===== src/rtl/nucleo_pkg.sv =====
// Shared definitions for the instruction-memory loader.
// Holds the loader state encoding and the word/byte geometry of the
// big-endian instruction stream (4 bytes per word, byte address = word << 2).
package nucleo_pkg;

    // Loader FSM states
    typedef enum logic [2:0] {
        IDLE   = 3'd0,
        HDR_HI = 3'd1,
        HDR_LO = 3'd2,
        DATA   = 3'd3,
        WRITE  = 3'd4,
        DONE   = 3'd5,
        ERR    = 3'd6
    } loader_state_t;

    localparam int BYTES_PER_WORD  = 4;
    localparam int WORD_ADDR_SHIFT = 2;
    localparam int HDR_WIDTH       = 16;

endpackage


===== src/rtl/instr_mem_loader_byte_packer.sv =====
// Assembles host bytes into one instruction word, most significant byte first.
// Ports:
//   clk, reset  - clock and synchronous active-high reset
//   clr         - empty the word and the byte counter
//   shift_en    - shift byte_in into the low end of the word
//   byte_in     - host byte
//   word        - word assembled so far (registered)
//   word_full   - high in the cycle whose shift completes the word
module byte_packer
    import nucleo_pkg::*;
#(
    parameter int SIZE_DATA = 32
) (
    input  logic                 clk,
    input  logic                 reset,
    input  logic                 clr,
    input  logic                 shift_en,
    input  logic [7:0]           byte_in,
    output logic [SIZE_DATA-1:0] word,
    output logic                 word_full
);

    logic [1:0] byte_count;

    // Shifting left means the first byte received ends up in the top byte.
    always_ff @(posedge clk) begin
        if (reset || clr) begin
            word       <= '0;
            byte_count <= '0;
        end else if (shift_en) begin
            word       <= {word[SIZE_DATA-9:0], byte_in};
            byte_count <= byte_count + 2'd1;
        end
    end

    // Combinational so the FSM can leave DATA on the same edge that takes
    // the final byte, keeping last-byte-to-write latency at one cycle.
    assign word_full = shift_en && (byte_count == 2'(BYTES_PER_WORD - 1));

endmodule


===== src/rtl/instr_mem_loader.sv =====
// Streams a program from a host byte link into instruction memory.
// Frame: 16-bit word count N (MSB first), then N big-endian 32-bit words.
// The core is held in reset while loading and released on success.
// Ports:
//   clk, reset            - clock and synchronous active-high reset
//   load_start            - pulse to begin a load (honoured only when idle)
//   byte_valid/byte_data  - host byte link, transfer when byte_ready is also high
//   byte_ready            - loader can take a byte this cycle
//   mem_we/mem_addr/mem_wdata - one-cycle instruction-memory write
//   core_reset            - holds the core while a load is in progress or failed
//   load_done             - one-cycle pulse on successful completion
//   load_error            - sticky oversize-load flag, cleared by the next load_start
module instr_mem_loader
    import nucleo_pkg::*;
#(
    parameter int ADD_INST_SIZE = 32,
    parameter int SIZE_DATA     = 32,
    parameter int MEM_WORDS     = 256
) (
    input  logic                     clk,
    input  logic                     reset,
    input  logic                     load_start,
    input  logic                     byte_valid,
    input  logic [7:0]               byte_data,
    output logic                     byte_ready,
    output logic                     mem_we,
    output logic [ADD_INST_SIZE-1:0] mem_addr,
    output logic [SIZE_DATA-1:0]     mem_wdata,
    output logic                     core_reset,
    output logic                     load_done,
    output logic                     load_error
);

    localparam int                   IDX_W     = $clog2(MEM_WORDS) + 1;
    localparam logic [HDR_WIDTH-1:0] MAX_WORDS = HDR_WIDTH'(MEM_WORDS);

    loader_state_t            state;
    loader_state_t            next_state;
    logic [HDR_WIDTH-1:0]     word_count;
    logic [IDX_W-1:0]         word_index;
    logic [HDR_WIDTH-1:0]     hdr_count;
    logic [HDR_WIDTH-1:0]     index_plus1;
    logic                     xfer;
    logic                     start;
    logic                     pack_clr;
    logic                     pack_shift;
    logic                     word_full;
    logic [SIZE_DATA-1:0]     packed_word;

    logic                     byte_ready_d;
    logic                     mem_we_d;
    logic [ADD_INST_SIZE-1:0] mem_addr_d;
    logic                     core_reset_d;
    logic                     load_done_d;
    logic                     load_error_d;

    assign xfer        = byte_valid && byte_ready;
    assign start       = (state == IDLE) && load_start;
    // Full count as it will be once the low header byte is latched.
    assign hdr_count   = {word_count[HDR_WIDTH-1:8], byte_data};
    assign index_plus1 = HDR_WIDTH'(word_index) + 16'd1;
    assign pack_clr    = start || (state == WRITE);
    assign pack_shift  = (state == DATA) && xfer;

    byte_packer #(
        .SIZE_DATA (SIZE_DATA)
    ) u_packer (
        .clk       (clk),
        .reset     (reset),
        .clr       (pack_clr),
        .shift_en  (pack_shift),
        .byte_in   (byte_data),
        .word      (packed_word),
        .word_full (word_full)
    );

    // The packer word is already a register and is stable through WRITE.
    assign mem_wdata = packed_word;

    // State register, header count, word index and registered outputs.
    always_ff @(posedge clk) begin
        if (reset) begin
            state      <= IDLE;
            word_count <= '0;
            word_index <= '0;
            byte_ready <= 1'b0;
            mem_we     <= 1'b0;
            mem_addr   <= '0;
            core_reset <= 1'b0;
            load_done  <= 1'b0;
            load_error <= 1'b0;
        end else begin
            state      <= next_state;
            byte_ready <= byte_ready_d;
            mem_we     <= mem_we_d;
            mem_addr   <= mem_addr_d;
            core_reset <= core_reset_d;
            load_done  <= load_done_d;
            load_error <= load_error_d;
            if (state == HDR_HI && xfer)
                word_count[HDR_WIDTH-1:8] <= byte_data;
            if (state == HDR_LO && xfer)
                word_count[7:0] <= byte_data;
            if (start)
                word_index <= '0;
            else if (state == WRITE)
                word_index <= word_index + 1'b1;
        end
    end

    // Next-state logic; stalls in place whenever no byte transfers.
    always_comb begin
        next_state = state;
        case (state)
            IDLE:   if (load_start) next_state = HDR_HI;
            HDR_HI: if (xfer) next_state = HDR_LO;
            HDR_LO: begin
                if (xfer) begin
                    if (hdr_count == '0)
                        next_state = DONE;
                    else if (hdr_count > MAX_WORDS)
                        next_state = ERR;
                    else
                        next_state = DATA;
                end
            end
            DATA:   if (word_full) next_state = WRITE;
            WRITE:  next_state = (index_plus1 == word_count) ? DONE : DATA;
            DONE:   next_state = IDLE;
            ERR:    next_state = IDLE;
            default: next_state = IDLE;
        endcase
    end

    // Outputs are computed from the upcoming state so that, once registered,
    // they line up with the state they belong to.
    always_comb begin
        byte_ready_d = (next_state == HDR_HI) || (next_state == HDR_LO) ||
                       (next_state == DATA);
        mem_we_d     = (next_state == WRITE);
        load_done_d  = (next_state == DONE);
        mem_addr_d   = mem_addr;
        core_reset_d = core_reset;
        load_error_d = load_error;
        if (start) begin
            core_reset_d = 1'b1;
            load_error_d = 1'b0;
        end
        if (next_state == WRITE)
            mem_addr_d = ADD_INST_SIZE'(word_index) << WORD_ADDR_SHIFT;
        if (next_state == DONE)
            core_reset_d = 1'b0;
        // core_reset is left set on error so the core stays held.
        if (next_state == ERR)
            load_error_d = 1'b1;
    end

endmodule

===== config.mk =====
export PLATFORM = sky130hd
export DESIGN_NAME = instr_mem_loader
export DESIGN_NICKNAME = d
export VERILOG_FILES = /design/src/rtl/nucleo_pkg.sv /design/src/rtl/instr_mem_loader_byte_packer.sv /design/src/rtl/instr_mem_loader.sv
export SDC_FILE = /design/constraint.sdc
export NUM_CORES = 1
export LEC_CHECK = 0
export CAP_MARGIN = 20
export CORE_MARGIN = 2
export CORE_UTILIZATION = 45
export DETAILED_ROUTE_END_ITERATION = 12
export PLACE_DENSITY = 0.81
export REMOVE_ABC_BUFFERS = 1
export SLEW_MARGIN = 5
export SYNTH_ARGS = -nofsm -noshare
export SYNTH_HDL_FRONTEND = slang
export SYNTH_SLANG_ARGS = --single-unit

===== constraint.sdc =====
create_clock -name clk -period 3.35 [get_ports clk]
set_input_delay 0.67 -clock clk [delete_from_list [all_inputs] [get_ports clk]]
set_output_delay 0.67 -clock clk [all_outputs]
set_load 0.005 [all_outputs]

== Yosys cells after proc, flatten, opt, wreduce, memory -nomap -nowiden ==
Cells that the tools add are included.

* Flip-flop bits (word level): 76
* Output and inout bits: 69

* Equality and inequality tests: 12
* Reductions and logical operators: 15
* Mux-type cells: 10
* $add $sub $neg: 3
* Magnitude comparators: 1

{| class="wikitable"
|+ Operator list
! kind !! count
|-
| $mux 3 || 7
|-
| $eq 10x16->1 || 1
|-
| $gt 16x9->1 const B || 1
|-
| $logic_not 16->1 || 1
|-
| $pmux 3 s5 || 1
|-
| $eq 3x2->1 const B || 4
|-
| $eq 3x3->1 const B || 4
|-
| $add 9x1->10 const B || 1
|-
| $add 9x1->9 const B || 1
|-
| $eq 3x1->1 const B || 2
|-
| $logic_and 1x1->1 || 6
|-
| $logic_or 1x1->1 || 4
|-
| $reduce_or 2->1 || 2
|-
| $logic_not 3->1 || 1
|-
| $add 2x1->2 const B || 1
|-
| $eq 2x2->1 const B || 1
|-
| $mux 1 || 2
|-
| $reduce_bool 2->1 || 1
|}

== Logic depth before layout (Yosys ltp) ==
Gate-level depths: netlist of the first run.

* Depth after elaboration: 8
* Depth in mapped cells: 7
* Gate-level depth less buffers: 7

== Hierarchy ==
A second synthesis of the first run with hierarchy kept.

* Cell total of the unflattened synthesis: 376
* Area total of the unflattened synthesis: 3467.1 um2

{| class="wikitable"
|+ By module, submodules not included
! module !! area each (um2) !! cells an instance !! times used
|-
| instr_mem_loader || 2190.9 || 263 || 1
|-
| byte_packer || 1276.2 || 113 || 1
|}

== Worst setup path after synthesis of the first run ==
OpenSTA, ideal clock, no wires.

* Kind: flip-flop to flip-flop
* Start point: register word_index[0]
* End point: register core_reset
* Cell stages (with the launch flop): 8
* Required time: 3217 ps
* Setup time: 133 ps
* Slack: 1522 ps
* Period minus slack after synthesis: 1828 ps
* Arrival time: 1695 ps
* Cell sequence: dfxtp_1 > ha_1 > inv_1 > or3_1 > a21oi_1 > nand4_1 > o31ai_2 > a211oi_1

* Longest elaborated chain between the ends: 6

{| class="wikitable"
|+ Ends and longest elaborated chain
! what !! RTL line !! RTL
|-
| start: declaration || instr_mem_loader.sv:40 || <nowiki>logic [IDX_W-1:0] word_index;</nowiki>
|-
| start signal: assignment || instr_mem_loader.sv:107 || <nowiki>word_index <= word_index + 1'b1;</nowiki>
|-
| $add 9x1->10 || instr_mem_loader.sv:61 || <nowiki>assign index_plus1 = HDR_WIDTH'(word_index) + 16'd1;</nowiki>
|-
| $eq 10x16->1 || instr_mem_loader.sv:128 || <nowiki>WRITE: next_state = (index_plus1 == word_count) ? DONE : DATA;</nowiki>
|-
| $mux 3 || instr_mem_loader.sv:128 ||
|-
| $pmux 3 s5 || instr_mem_loader.sv:114 || <nowiki>case (state)</nowiki>
|-
| $eq 3x3->1 || instr_mem_loader.sv:151 || <nowiki>if (next_state == DONE)</nowiki>
|-
| $reduce_or 2->1 (no source line) || - ||
|-
| end signal: assignment || instr_mem_loader.sv:97 || <nowiki>core_reset <= core_reset_d;</nowiki>
|-
| end: declaration || instr_mem_loader.sv:29 || <nowiki>output logic core_reset,</nowiki>
|}

No other way between the ends.
A chain may end at the register's enable or synchronous reset.

== Worst setup path in the final report of the first run ==
* Start point: input port byte_valid
* End point: register word_count[7]

* Longest elaborated chain between the ends: 2

{| class="wikitable"
|+ Ends and longest elaborated chain
! what !! RTL line !! RTL
|-
| start: declaration || instr_mem_loader.sv:23 || <nowiki>input logic byte_valid,</nowiki>
|-
| $logic_and 1x1->1 || instr_mem_loader.sv:57 || <nowiki>assign xfer = byte_valid && byte_ready;</nowiki>
|-
| $logic_and 1x1->1 || instr_mem_loader.sv:102 || <nowiki>if (state == HDR_LO && xfer)</nowiki>
|-
| end signal: indexed assignment || instr_mem_loader.sv:101 || <nowiki>word_count[HDR_WIDTH-1:8] <= byte_data;</nowiki>
|-
| end signal: assignment || instr_mem_loader.sv:103 || <nowiki>word_count[7:0] <= byte_data;</nowiki>
|-
| end: declaration || instr_mem_loader.sv:39 || <nowiki>logic [HDR_WIDTH-1:0] word_count;</nowiki>
|}

No other way between the ends.

==> flow_summary.ini, run 1 <==
[run_status]
status = finished clean

[timing]
fin_worst_skew_ns = 0.00860
timing.fmax_ghz = 0.440
worst_slack_ns = 1.08
hold_violations = 0
rsz0062_at_grt = no
maxSlewHeadroom_pct = 49.2
drv_slew = 0
setup_violations = 0
timing.final.crit_share_pct = 67.8
tightest_slew_ns = 0.759
final.min_clock_period_ns = 2.27
tns_ns = 0

[logic_synthesis]
synthFlopType = dfxtp_1
synth_area_per_cell_um2 = 8.34
seq_area_frac_synth_pct = 45.0
netlist_instances = 405
async_reset_ff_share_pct = 0
yosysTopAreaCell = dfxtp_1
synth_edf_count = 0
yosys-top-cells-area = dfxtp_1, nand2_1, mux2i_1, a21oi_1, buf_4
ys_warn_count = 0
synth.distinct_cells = 40
synth_seq_cells = 76
netlist_area_um2 = 3380
synth.top_cell.area_share_pct = 45.0

[cells_and_area]
diodes = 0
layout-drive-gt1-share_pct = 6.09
instances_no_fill = 559
nets = 469
layout_commonest_cell = nand2_1
syn2layout_area_growth_pct = 22.3
final_util_pct = 56.9
mostFrequentLayoutCells = nand2_1, dfxtp_1, clkdlybuf4s50_1

[die]
core_um2 = 7250
fp.dieH_um = 90.6
die_w_um = 90.6
num_rows = 31
start_util_pct = 46.6
ioPinCount = 81
die-area_um2 = 8220

[run]
maxCapViolations = 0

[detailed_routing]
dr.pass1.iters = 4
wl_met2_um = 3470
viasPerCell = 4.92
wl_met1_um = 3160
drtIter0Drc = 152
routed-wl-met3_um = 389
dr_total_vias = 2752
wl_um = 7110
ant_nets = 0
dr.max_layer_used = met4
drc = 0
wl_per_cell_um = 12.7

[clock_network]
ctsHtreeMaxLevel = 3
ctsHoldBuffers = 0
cts.sinks = 76
cts_buffers = 9
postCtsSetupRepairBufs = 0
clk_latency_ns = 0.34
cts.clk_slew.worst_paths_ns = 0.08
clockBufferDepth = 2
cts_tree = yes
cts-resized-gates = 0
cts_root_buffer = clkbuf_8

[placed_design]
dp.cells = 543
finalWeightedCongestion = 0.827
hpwlAfterDp_um = 5070
portBuffers = 57
place_ws_ns = 0.743

[power]
p_total_uw = 1730
powerDensity_nw_per_um2 = 419
p_leak_uw = 0.00148
vdd_drop_max_v = 0.000223

[critical_path]
arrival_ns = 2.50
required_ns = 3.58
crit_path_start_kind = input port
worstRegToRegCells = 7
critPathKind = input port to flip-flop
worstPathMaxFanout = 7
worst_setup_path_end_kind = flip-flop

[grt]
grt_max_degree = 35
grt_pass1_wl_um = 12100
gr-usage-all-layers_pct = 17.9
grt_pass1_vias = 2566
overflow = 0
antenna_found_initial = 0

[worst_hold_path]
hold_depth = 2
min_path_type = flip-flop to flip-flop
registers in the layout, indices dropped and copies added (netlist names):
register	count
load_done	1
byte_ready	1
load_error	1
word_count	16
u_packer.word	32
state	3
u_packer.byte_count	2
mem_addr	9
mem_we	1
core_reset	1
word_index	9
final timing paths:
| kind | slack, ns | end | startpoint |
|---|---|---|---|
| worst max-delay path | 1.08 | word_count[7] | byte_valid |
| worst min-delay path | 0.45 | u_packer.word[26] | u_packer.word[26] |
| worst max register to register | 1.22 | core_reset | word_index[0] |
| worst min register to register | 0.45 | u_packer.word[26] | u_packer.word[26] |
area by class of cell:
| type | count | area [µm²] |
|---|---|---|
| timing repair buffer | 64 | 623 |
| clock inverter | 6 | 71.3 |
| fill | 648 | 3120 |
| multi-input combinational | 298 | 1630 |
| sequential | 76 | 1520 |
| clock buffer | 10 | 138 |
| inverter | 6 | 22.5 |
| tap | 99 | 124 |
Yosys cell counts, drive strengths merged, types with 2 or more instances:
cell,instances
xnor2,11
mux2i,25
o21ai,4
inv,6
clkbuf,12
dfxtp,76
nor4b,2
nand2,80
and2,4
nand3,5
a21oi,43
ha,2
nand4,7
a31oi,2
o22ai,2
buf,35
nor4,5
nor3,5
nor3b,3
nand2b,3
a21o,3
xor2,8
nor2,48
a211oi,2
metal layers:
metal  up-vias  track usage, %
met5         -               0
met3         7            4.34
li1       1398               -
met4         0            6.03
met1      1280            22.0
met2        67            30.5
metrics by stage:
step | hold slack (ns) | instance area (µm²)
2_1_floorplan | 0.440 | 3170
3_3_place_gp | 0.443 | 3920
3_5_place_dp | 0.448 | 3920
4_1_cts | 0.460 | 4130
5_1_grt | 0.482 | 4130
6_report | 0.454 | 4130
report_power, final:
group          leakage, µW  total, µW  internal (µW)  switching (µW)
logic             0.000771       88.8           35.1            53.7
clock network    0.0000995        725            371             354
registers         0.000613        918            910            7.99
cell families (layout without fill, tap and decap cells):
kind of cell / Yosys count / count (layout) / synth area share [%]
simple gates: 168 / 168 / 22.3
flops: 76 / 76 / 45.0
compound gates: 61 / 61 / 10.1
buf+inv: 53 / 86 / 9.33
mux: 25 / 25 / 7.41
xor+xnor: 19 / 19 / 4.93
fa+ha+maj: 2 / 2 / 0.741
other cells: 1 / 23 / 0.111
critical path: stages:
cell	delay [ns]
clkdlybuf4s50_1	0.49
nand2_1	0.13
nor4b_2	0.67
buf_4	0.28
mux2i_1	0.20
nor2_1	0.05
No activity file was read; power rests on OpenSTA's default activity.
==> run 2: changes to the inputs <==
==> constraint.sdc (replaced) <==
create_clock -name clk -period 2.31 [get_ports clk]
set_input_delay 0.462 -clock clk [delete_from_list [all_inputs] [get_ports clk]]
set_output_delay 0.462 -clock clk [all_outputs]
set_load 0.005 [all_outputs]
==> run 2 against run 1 <==
Net effect: hold slack about the same; clock power up 50%; clock-buffer cell count down 1; via count up 2.7%; critical endpoint is now core_reset; largest cell class unchanged.
==> flow_summary.ini, run 2 (synthesis gave the netlist of run 1 again) <==
[run_status]
status = finished clean

[run]
maxCapViolations = 0

[cells_and_area]
layout_commonest_cell = nand2_1
stdcell_area_um2 = 4230
largest_reg_flops = 32
nFillCells = 626
instances_no_fill = 568
syn2layout_area_growth_pct = 25.2
diodes = 0
layout-drive-gt1-share_pct = 8.10
regArea_um2 = 1520
multi_input_area_um2 = 1640
regMostFlops = u_packer.word
nets = 479
mostFrequentLayoutCells = nand2_1, dfxtp_1, clkdlybuf4s50_1
reg_top3 = u_packer.word (32), word_count (16)

[critical_path]
worstReg2RegStart = word_index[3]
crit_cells = 7
critPathTopFamily = compound AO/OA/AOI/OAI gates
worst_setup_path_end_kind = flip-flop
path_cells = clkdlybuf4s50_1, nor4_2, nand2_1, a21o_1, o22ai_1, o31ai_2, a211oi_1
worstRegToRegCells = 6
crit_path_start_kind = input port
worstPathMaxFanout = 4
required_ns = 2.57
critPathKind = input port to flip-flop
slowest_stage = clkdlybuf4s50_1
reg2reg_slack_ns = 0.24
cp_num_buf_inv = 1
cp-endpoint = core_reset
arrival_ns = 2.33
startpoint = byte_data[4]
r2r-end = core_reset
slowest_delay_ns = 0.48

[die]
ioPinCount = 81
die_w_um = 90.6
num_rows = 31
core_um2 = 7250
die-area_um2 = 8220
fp.dieH_um = 90.6
start_util_pct = 46.6

[clock_network]
cts-resized-gates = 0
postCtsSetupRepairBufs = 0
cts.sinks = 76
cts_root_buffer = clkbuf_8
clockBufferDepth = 2
ctsHoldBuffers = 0
cts_tree = yes
cts.clk_slew.worst_paths_ns = 0.08
clk_latency_ns = 0.35
cts_buffers = 9
ctsHtreeMaxLevel = 3

[timing]
timing.hold.ws_ns = 0.454
final.min_clock_period_ns = 2.08
rsz0062_at_grt = no
setup_violations = 0
fin_worst_skew_ns = 0.00878
drv_slew = 0
timing.final.crit_share_pct = 89.9
hold_violations = 0
timing.fmax_ghz = 0.481

[detailed_routing]
dr_total_vias = 2827
ant_nets = 0
dr.pass1.iters = 4
drtIter0Drc = 144
drc = 0
wl_um = 7190
wl_per_cell_um = 12.7
viasPerCell = 4.98

[power]
vdd_drop_max_v = 0.000275
powerDensity_nw_per_um2 = 605
p_leak_uw = 0.00154

[grt]
grt_max_degree = 35
gr-usage-all-layers_pct = 18.5
overflow = 0
grt_pass1_wl_um = 12300
antenna_found_initial = 0
grt_pass1_vias = 2642

[placed_design]
postPlaceCellArea_um2 = 4010
portBuffers = 57
hpwlAfterDp_um = 5150
dp.cells = 553
finalWeightedCongestion = 0.824

[worst_hold_path]
hold_depth = 2
min_path_type = flip-flop to flip-flop
## run 2: per-stage QoR
stage	utilization [%]	setup TNS, ns	power, µW	worst slack, ns
5_1_grt	58.3	0	2650	0.0418
3_5_place_dp	55.3	-0.408	1500	-0.181
6_report	58.3	0	2560	0.233
4_1_cts	58.2	0	2580	0.165
2_1_floorplan	-	-3.19	1420	-0.353
3_3_place_gp	55.3	-0.334	1490	-0.129
## run 2: layout make-up
cell class / instances / share of cell area, %
timing repair buffer: 74 / 16.8
clock buffer: 9 / 2.93
clock inverter: 6 / 2.13
multi-input combinational: 298 / 38.7
sequential: 76 / 36.0
tap: 99 / 2.93
inverter: 6 / 0.533
## run 2: metal layers
layer / track usage, % / vias to the layer above / share of wire (%)
li1: - / 1428 / -
met3: 3.92 / 23 / 4.8
met4: 11.8 / 0 / 3.6
met2: 29.8 / 81 / 46
met5: 0 / - / 0
met1: 22.4 / 1295 / 46
## run 2: how the worst min path moves through the flow
stage | from | endpoint | slack (ns)
floorplan | u_packer.byte_count[1] | u_packer.byte_count[1] | 0.44
global placement | u_packer.word[24] | u_packer.word[24] | 0.44
detailed placement | u_packer.word[26] | u_packer.word[26] | 0.45
CTS | u_packer.word[26] | u_packer.word[26] | 0.46
global route | u_packer.word[24] | u_packer.word[24] | 0.48
finish | u_packer.word[26] | u_packer.word[26] | 0.45
## run 2: power by group
| group | leakage (µW) | switching, µW | internal, µW |
|---|---|---|---|
| clock network | 0.000105 | 486 | 604 |
| registers | 0.000613 | 11.3 | 1320 |
| logic | 0.000825 | 81.4 | 58.7 |
| total | 0.00154 | 578 | 1980 |
## run 2: tightest hold or removal path: cells and delay by family, from the launching register on
family	cells	cell delay (ns)
flip-flops	1	0.31
AND/OR/NAND/NOR	1	0.05
AO/OA/AOI/OAI	1	0.05
